`src/rtl/sim_defs.sv`:
```
// sim_defs: shared definitions for the traffic-injection slice.
//   - Simulator state encodings driven onto the 2-bit state bus.
//   - LFSR width/mask and packet field widths.
//   - Small helpers: Galois LFSR step and saturating increment.
package sim_defs;

    typedef enum logic [1:0] {
        SIM_INVALID     = 2'b00,
        SIM_INITIALIZED = 2'b01,
        SIM_RUNNING     = 2'b10,
        SIM_COMPLETED   = 2'b11
    } sim_state_e;

    localparam int unsigned LFSR_WIDTH  = 16;
    localparam int unsigned SEQ_WIDTH   = 16;
    localparam int unsigned COUNT_WIDTH = 32;

    // Galois form of taps 16,14,13,11.
    localparam logic [LFSR_WIDTH-1:0] LFSR_MASK = 16'hB400;

    function automatic logic [LFSR_WIDTH-1:0] lfsr_next(input logic [LFSR_WIDTH-1:0] v);
        return v[0] ? ((v >> 1) ^ LFSR_MASK) : (v >> 1);
    endfunction

    function automatic logic [COUNT_WIDTH-1:0] sat_inc(input logic [COUNT_WIDTH-1:0] v);
        return (v == '1) ? v : v + 1'b1;
    endfunction

endpackage

```
`src/rtl/packet_fifo.sv`:
```
// packet_fifo: registered-storage FIFO, no write-to-read bypass.
// Ports:
//   clk, reset        rising-edge clock, async active-high reset (empties FIFO)
//   push, push_data   write request; accepted when not full or when popping
//   pop               read request; ignored when empty
//   head_data         entry at the read pointer (zero after reset)
//   full, empty       occupancy flags
module packet_fifo #(
    parameter int unsigned WIDTH = 8,
    parameter int unsigned DEPTH = 4
) (
    input  logic             clk,
    input  logic             reset,
    input  logic             push,
    input  logic [WIDTH-1:0] push_data,
    input  logic             pop,
    output logic [WIDTH-1:0] head_data,
    output logic             full,
    output logic             empty
);

    localparam int unsigned PTR_W = (DEPTH > 1) ? $clog2(DEPTH) : 1;

    logic [WIDTH-1:0] mem_q [DEPTH];
    logic [PTR_W-1:0] wr_ptr_q;
    logic [PTR_W-1:0] rd_ptr_q;
    logic [PTR_W:0]   count_q;
    logic             do_push;
    logic             do_pop;

    assign empty     = (count_q == '0);
    assign full      = (count_q == (PTR_W+1)'(DEPTH));
    assign do_pop    = pop && !empty;
    // A pop in the same cycle frees the slot, so a full FIFO can still take a push.
    assign do_push   = push && (!full || do_pop);
    assign head_data = mem_q[rd_ptr_q];

    // DEPTH is a power of two, so pointers wrap naturally.
    always_ff @(posedge clk or posedge reset) begin
        if (reset) begin
            wr_ptr_q <= '0;
            rd_ptr_q <= '0;
            count_q  <= '0;
            for (int i = 0; i < int'(DEPTH); i++) begin
                mem_q[i] <= '0;
            end
        end else begin
            if (do_push) begin
                mem_q[wr_ptr_q] <= push_data;
                wr_ptr_q        <= wr_ptr_q + 1'b1;
            end
            if (do_pop) begin
                rd_ptr_q <= rd_ptr_q + 1'b1;
            end
            count_q <= count_q + (PTR_W+1)'(do_push) - (PTR_W+1)'(do_pop);
        end
    end

endmodule

```
`src/rtl/traffic_injector.sv`:
```
// traffic_injector: LFSR-driven synthetic packet source for one network node.
// Ports:
//   clk, reset          rising-edge clock, async active-high reset
//   state               simulator state (only RUNNING generates traffic)
//   current_cycle       simulator cycle, captured as packet timestamp
//   out_valid/out_ready downstream handshake on the FIFO head
//   out_src/out_dest    head packet source / destination node
//   out_timestamp       head packet generation cycle
//   out_seq             head packet sequence number
//   injected_count      saturating count of accepted packets
//   dropped_count       saturating count of packets lost to a full FIFO
//   done                COMPLETED and nothing left queued
module traffic_injector
    import sim_defs::*;
#(
    parameter int unsigned MAX_CYCLE_WIDTH = 32,
    parameter int unsigned NODE_ID_WIDTH   = 4,
    parameter int unsigned NODE_ID         = 0,
    parameter logic [7:0]  INJ_THRESHOLD   = 8'd32,
    parameter logic [15:0] LFSR_SEED       = 16'hACE1,
    parameter int unsigned FIFO_DEPTH      = 4
) (
    input  logic                       clk,
    input  logic                       reset,
    input  logic [1:0]                 state,
    input  logic [MAX_CYCLE_WIDTH-1:0] current_cycle,
    output logic                       out_valid,
    input  logic                       out_ready,
    output logic [NODE_ID_WIDTH-1:0]   out_src,
    output logic [NODE_ID_WIDTH-1:0]   out_dest,
    output logic [MAX_CYCLE_WIDTH-1:0] out_timestamp,
    output logic [SEQ_WIDTH-1:0]       out_seq,
    output logic [COUNT_WIDTH-1:0]     injected_count,
    output logic [COUNT_WIDTH-1:0]     dropped_count,
    output logic                       done
);

    localparam int unsigned PKT_W = 2 * NODE_ID_WIDTH + MAX_CYCLE_WIDTH + SEQ_WIDTH;
    localparam logic [NODE_ID_WIDTH-1:0] SELF_ID = NODE_ID_WIDTH'(NODE_ID);

    logic [LFSR_WIDTH-1:0]    lfsr_q;
    logic [SEQ_WIDTH-1:0]     seq_q;
    logic [COUNT_WIDTH-1:0]   injected_q;
    logic [COUNT_WIDTH-1:0]   dropped_q;

    logic                     running;
    logic                     gen;
    logic                     pop;
    logic                     accept;
    logic                     fifo_full;
    logic                     fifo_empty;
    logic [NODE_ID_WIDTH-1:0] dest_raw;
    logic [NODE_ID_WIDTH-1:0] dest;
    logic [PKT_W-1:0]         push_data;
    logic [PKT_W-1:0]         head_data;

    assign running  = (state == SIM_RUNNING);
    assign gen      = running && (lfsr_q[7:0] < INJ_THRESHOLD);
    assign dest_raw = lfsr_q[8 +: NODE_ID_WIDTH];
    // Never address ourselves; the increment wraps within the node-id width.
    assign dest     = (dest_raw == SELF_ID) ? SELF_ID + 1'b1 : dest_raw;

    assign pop       = out_valid && out_ready;
    assign accept    = gen && (!fifo_full || pop);
    assign push_data = {SELF_ID, dest, current_cycle, seq_q};

    packet_fifo #(
        .WIDTH (PKT_W),
        .DEPTH (FIFO_DEPTH)
    ) u_fifo (
        .clk       (clk),
        .reset     (reset),
        .push      (gen),
        .push_data (push_data),
        .pop       (pop),
        .head_data (head_data),
        .full      (fifo_full),
        .empty     (fifo_empty)
    );

    assign {out_src, out_dest, out_timestamp, out_seq} = head_data;
    assign out_valid      = !fifo_empty;
    assign done           = (state == SIM_COMPLETED) && fifo_empty;
    assign injected_count = injected_q;
    assign dropped_count  = dropped_q;

    always_ff @(posedge clk or posedge reset) begin
        if (reset) begin
            lfsr_q     <= LFSR_SEED;
            seq_q      <= '0;
            injected_q <= '0;
            dropped_q  <= '0;
        end else begin
            if (running) begin
                lfsr_q <= lfsr_next(lfsr_q);
            end
            if (accept) begin
                seq_q      <= seq_q + 1'b1;
                injected_q <= sat_inc(injected_q);
            end else if (gen) begin
                dropped_q  <= sat_inc(dropped_q);
            end
        end
    end

endmodule

```
`config.mk`:
```
export PLATFORM = sky130hd
export DESIGN_NAME = traffic_injector
export DESIGN_NICKNAME = d
export VERILOG_FILES = /design/src/rtl/sim_defs.sv /design/src/rtl/packet_fifo.sv /design/src/rtl/traffic_injector.sv
export SDC_FILE = /design/constraint.sdc
export NUM_CORES = 1
export LEC_CHECK = 0
export BUFFER_PORTS_ARGS = -buffer_cell sky130_fd_sc_hd__buf_2
export CORE_MARGIN = 10
export CORE_UTILIZATION = 38
export CTS_CLUSTER_SIZE = 10
export DETAILED_ROUTE_END_ITERATION = 12
export PLACE_DENSITY_LB_ADDON = 0.05
export SYNTH_ARGS = -nofsm -noshare
export SYNTH_HDL_FRONTEND = slang
export SYNTH_SLANG_ARGS = --single-unit
```
`constraint.sdc`:
```
create_clock -name clk -period 24 [get_ports clk]
set_input_delay 3.6 -clock clk [delete_from_list [all_inputs] [get_ports clk]]
set_output_delay 3.6 -clock clk [all_outputs]
set_load 0.02 [all_outputs]
```
After elaboration in Yosys (flattened, before gate mapping)
Cells that the tools add are included.
{"block": "word_totals", "input_bits": 37, "register_bits": 327, "wordCells": 56}
{"block": "op_classes", "eq_ne": 5, "bitwise": 6, "addsub": 7, "n_reduce_logical": 15, "order_cmp": 4, "mux": 8}
{"cell": "bitwise mux 224 bit", "n": 1}
{"cell": "two-way mux 56 bit", "n": 3}
{"cell": "binary-select mux 56 bit (select 2 bit)", "n": 1}
{"cell": "demux 56 bit (select 2 bit)", "n": 1}
{"cell": "adder 32 x 1 -> 32 bit, second input constant", "n": 2}
{"cell": "equality test 32 bit, second input constant", "n": 2}
{"cell": "adder 16 x 1 -> 16 bit, second input constant", "n": 1}
{"cell": "two-way mux 16 bit", "n": 1}
{"cell": "less-than comparator 8 x 6 -> 1 bit, second input constant", "n": 1}
{"cell": "logical AND 1 bit", "n": 7}
{"cell": ">= comparator 3 bit, second input constant", "n": 2}
{"cell": "inverter 2 -> 3 bit", "n": 2}
{"cell": "adder 2 x 1 -> 2 bit, second input constant", "n": 2}
{"cell": "equality test 2 bit, second input constant", "n": 2}
{"cell": "zero test 4 bit", "n": 1}
{"cell": "two-way mux 4 bit", "n": 1}
{"cell": "inverter 3 -> 4 bit", "n": 1}
{"cell": "adder 3 x 1 -> 3 bit", "n": 1}
{"cell": "equality test 3 bit, second input constant", "n": 1}
{"cell": "zero test 3 bit", "n": 1}
{"cell": "less-than comparator 3 x 1 -> 1 bit, second input constant", "n": 1}
{"cell": "inverter 1 bit", "n": 3}
{"cell": "AND reduction 3 bit", "n": 1}
{"cell": "subtractor 3 x 1 -> 3 bit", "n": 1}
{"cell": "other kinds (3)", "n": 5}

Logic depth before layout (Yosys ltp)
{"block": "depth", "ltp_word": 8, "depth_mapped": 10}

Hierarchy
A second synthesis with hierarchy kept.
{"block": "unflattened", "hier_cells": 1008, "area_unflattened_um2": 14627.8}
{"module": "packet_fifo", "cells_per_inst": 580, "area_each_um2": 10124.7, "n_inst": 1}
{"module": "traffic_injector", "cells_per_inst": 428, "area_each_um2": 4503.1, "n_inst": 1}

Least setup slack after synthesis
No wires, ideal clock.
{"block": "synth_timing", "kind": "input port to output port", "startpoint": "input port state[1]", "endpoint": "output port done", "cell_stages": 2, "slack_ns": 16.483, "required_ns": 20.400, "path_buffers": 0, "arrival_ns": 3.917, "cell_sequence": "nand2_1 > nor2_1"}
{"block": "synth_between", "elab_chain_cells": 2}
{"element": "start: declaration", "line": "traffic_injector.sv:25", "source": "input logic [1:0] state,"}
{"element": "equality test 2 bit", "line": "traffic_injector.sv:83", "source": "assign done = (state == SIM_COMPLETED) && fifo_empty;"}
{"element": "logical AND 1 bit", "line": "traffic_injector.sv:83"}
{"element": "end: declaration", "line": "traffic_injector.sv:35", "source": "output logic done"}
Every way passes these cells.

Final worst setup path
Same ends and word-level chain as after synthesis.

==> summary.txt <==
Route
  – Via density: 5.10
  – Routed len/inst: 19.3 um
  – Vias post-DR: 8252
  – Drt pass-1 iters: 4
  – DRC Markers: 0
  – Routed Antenna Nets: 0
  – Initial drt markers: 342
  – Total wire length: 31300 um

Placement
  – DP HPWL: 19000 um
  – Pre-CTS setup slack: 16.43 ns
  – Routability cong.: 0.724
  – Placed insts: 1559
  – Post-place instance area: 15000 um^2
  – Port bufs: 154

Floorplan
  – Rows: 69
  – Die X: 210 um
  – DIE HEIGHT: 210 um
  – Ports: 159
  – Initial Util: 38.7%
  – CORE AREA: 35700 um^2
  – Die Area: 44300 um^2

STA
  – Max-slew violation count: 0
  – Final Cycle Share: 31.6%
  – Unrepaired setup endpoints after global routing: false
  – Clk_skew: 0.0128 ns
  – Min Tclk post-route: 7.58 ns
  – Max Freq: 132 MHz
  – Fin worst setup slack: 16.42 ns
  – Setup TNS: 0 ns
  – # setup viols final: 0
  – Hold slack final: 0.459 ns
  – Slew @ Worst Pin: 0.991 ns
  – Final hold violation count: 0
  – Max_slew headroom: 33.9%

Critical path
  – Crit path from: state[1]
  – Reg2Reg Launch Point: u_fifo.count_q[0]
  – Buf+Inv Stages, Crit Path: 2
  – CP max FO: 3
  – CP Class: in2out
  – Crit path required time: 20.40 ns
  – Reg-to-reg slack, setup: 21.16 ns
  – Crit path max-delay family: buffers and inverters
  – Slowest library cell on the worst path: buf_2
  – Capturing element type of the critical path: primary output
  – Termination of the worst setup path: done
  – Worst reg2reg path depth: 6
  – Most common cell on crit path: buf_2
  – Reg2Reg Capture Point: u_fifo.mem_q[84]
  – Startpoint types: input pin
  – Sequence of cells on the critical path: buf_2, nand2_1, nor2_1, buf_2
  – Critical path depth: 4
  – Crit path DAT: 3.98 ns
  – Max stage delay on crit path: 0.17 ns

Synthesis
  – Synthesized instance count: 980
  – Post-Synthesis Cell Area: 13800 um^2
  – Number of synthesized flops with an enable pin: 0
  – Synth area leader: dfrtp_1
  – Synth Warn #: 0
  – Top-count cell post-synth: dfrtp_1
  – XOR/XNOR share of the synthesized area: 5.15%
  – Complex-gate fraction of the synthesized area: 1.10%
  – Dominant synthesized flop cell: dfrtp_1
  – Synth top area share: 55.0%
  – Synthesized-area fraction occupied by adder cells: 0.871%
  – Synth cell count leaders: dfrtp_1, mux2_2, nand2_1
  – Register area share after synthesis: 56.5%
  – Top post-synthesis cells by area: dfrtp_1, mux2_2, mux4_2
  – Synth Area in Simple Gates: 9.20%
  – Yosys reg bits: 311
  – Netlist cell types: 47
  – Mean Syn Cell Area: 14.1 um^2
  – Mux share of post-synthesis cell area: 25.1%
  – Largest family of logic cells by synthesized area: multiplexers
  – Asr flop ratio synth: 100%

Power
  – Clk network pwr share: 26.8%
  – Max VDD drop: 0.0480 mV
  – P_int: 1.31 mW
  – Sequential share of power: 40.9%
  – Combinational power share: 32.3%
  – Switch Pwr: 615 uW
  – Leakage: 7.63 nW
  – Final total power: 1.92 mW
  – Switching portion of total power: 32.0%
  – Pwr per Cell Area: 120 nW/um^2

Final layout
  – Synth-to-Final Area Change: 16.6%
  – Final Cell Area: 16100 um^2
  – Finished Layout Cells: 1618
  – Final #Nets: 1184
  – Final Util: 45.1%
  – Share of layout cells above drive strength 1: 42.4%

Clocking
  – # H-tree levels: 2
  – Post-CTS Resized: 0
  – Reg clk slew, reported paths: 0.06 ns
  – Clk Latency, worst-skew pair: 0.51 ns
  – Sink Count: 311
  – Post-CTS setup buffers: 0
  – CTS tree: yes
  – CTS Buf Count: 38
  – Clk buf depth: 3
  – CTS hold repair buffers: 0
  – Clock Tree Root: clkbuf_16

Global routing
  – Initial antenna violation count: 2
  – Total global-route track usage: 14.1%
  – First-pass GRT wire length: 50700 um
  – Largest net degree at the start of global routing: 114
  – Number of global-route vias before repair: 8768
  – GRT overflow: 0

Job
  – Number of max-cap violations: 0

Status
  – Status: completed

Hold path
  – Hold WC Path Type: reg2reg
power by group through the flow:
| stage | Clock [mW] | Combinational, mW | Sequential [mW] |
|---|---|---|---|
| after global placement | 0 | 0.632 | 0.791 |
| after floorplan | 0 | 0.478 | 0.766 |
| after CTS | 0.533 | 0.641 | 0.786 |
| final | 0.515 | 0.620 | 0.786 |
| after global routing | 0.559 | 0.675 | 0.809 |
| after detailed placement | 0 | 0.640 | 0.795 |
worst min path at each step:
| stage | startpoint | to | slack (ns) | depth (start not counted) |
|---|---|---|---|---|
| 2_1_floorplan | lfsr_q[2] | lfsr_q[1] | 0.44 | 2 |
| 3_3_place_gp | lfsr_q[15] | lfsr_q[15] | 0.45 | 2 |
| 3_5_place_dp | lfsr_q[4] | lfsr_q[3] | 0.45 | 2 |
| 4_1_cts | lfsr_q[15] | lfsr_q[15] | 0.47 | 2 |
| 5_1_grt | lfsr_q[15] | lfsr_q[15] | 0.48 | 2 |
| 6_report | lfsr_q[15] | lfsr_q[15] | 0.46 | 2 |
registers in the layout (all words and copies together) (netlist names):
signal and cells:
dropped_count 32, injected_count 32, lfsr_q 16, seq_q 16
u_fifo.count_q 3, u_fifo.mem_q 208, u_fifo.rd_ptr_q 2, u_fifo.wr_ptr_q 2
final cells by class:
| type | count | area [um^2] |
|---|---|---|
| diodes | 1 | 2.50 |
| clock buffers | 56 | 1070 |
| clock inverters | 2 | 13.8 |
| fillers | 3275 | 19600 |
| inverters | 9 | 41.3 |
| multi-input cells | 613 | 5720 |
| flip-flops and latches | 311 | 7800 |
| well taps | 461 | 577 |
| repair buffers | 165 | 853 |
logic make-up (layout without fill, tap and decap cells):
| group | after synthesis | after routing |
|---|---|---|
| mux | 255 | 255 |
| fa+ha+maj | 9 | 9 |
| simple gates | 240 | 240 |
| xor+xnor | 81 | 81 |
| flops | 311 | 311 |
| buf+inv | 59 | 232 |
| compound gates | 24 | 24 |
| other cells | 1 | 5 |
cell usage in the layout (no fill, tap or decap), types with 3 or more instances in the layout:
cell,Yosys,routed
nor3_1,16,16
nor2_1,28,28
and4_1,7,7
clkbuf_16,0,39
ha_1,8,8
xnor2_1,46,46
nand4_1,26,26
buf_4,5,11
inv_1,8,7
and3_1,15,15
nand3_1,35,35
nor2b_1,4,4
nand2_1,78,78
and2_1,7,7
conb_1,1,4
dfstp_2,8,8
nand2_2,4,4
clkbuf_1,8,14
mux2_2,202,202
clkbuf_8,0,3
mux4_2,52,52
xor2_1,35,35
dfrtp_1,303,301
a31oi_1,3,3
nor4_1,4,4
buf_2,35,154
o21ai_0,13,13
tightest hold or removal path: stages (launching register included):
cell and delay [ns]:
dfstp_2 0.36, nand2_1 0.04, nand2_1 0.05
routing by layer:
| metal | part of all wire [%] | global-route usage [%] |
|---|---|---|
| met1 | 47 | 19.0 |
| met2 | 47 | 22.7 |
| met3 | 4.3 | 3.31 |
| met4 | 1.4 | 3.32 |
| met5 | 0.032 | 0 |
Power figures use the tool's default switching activity.
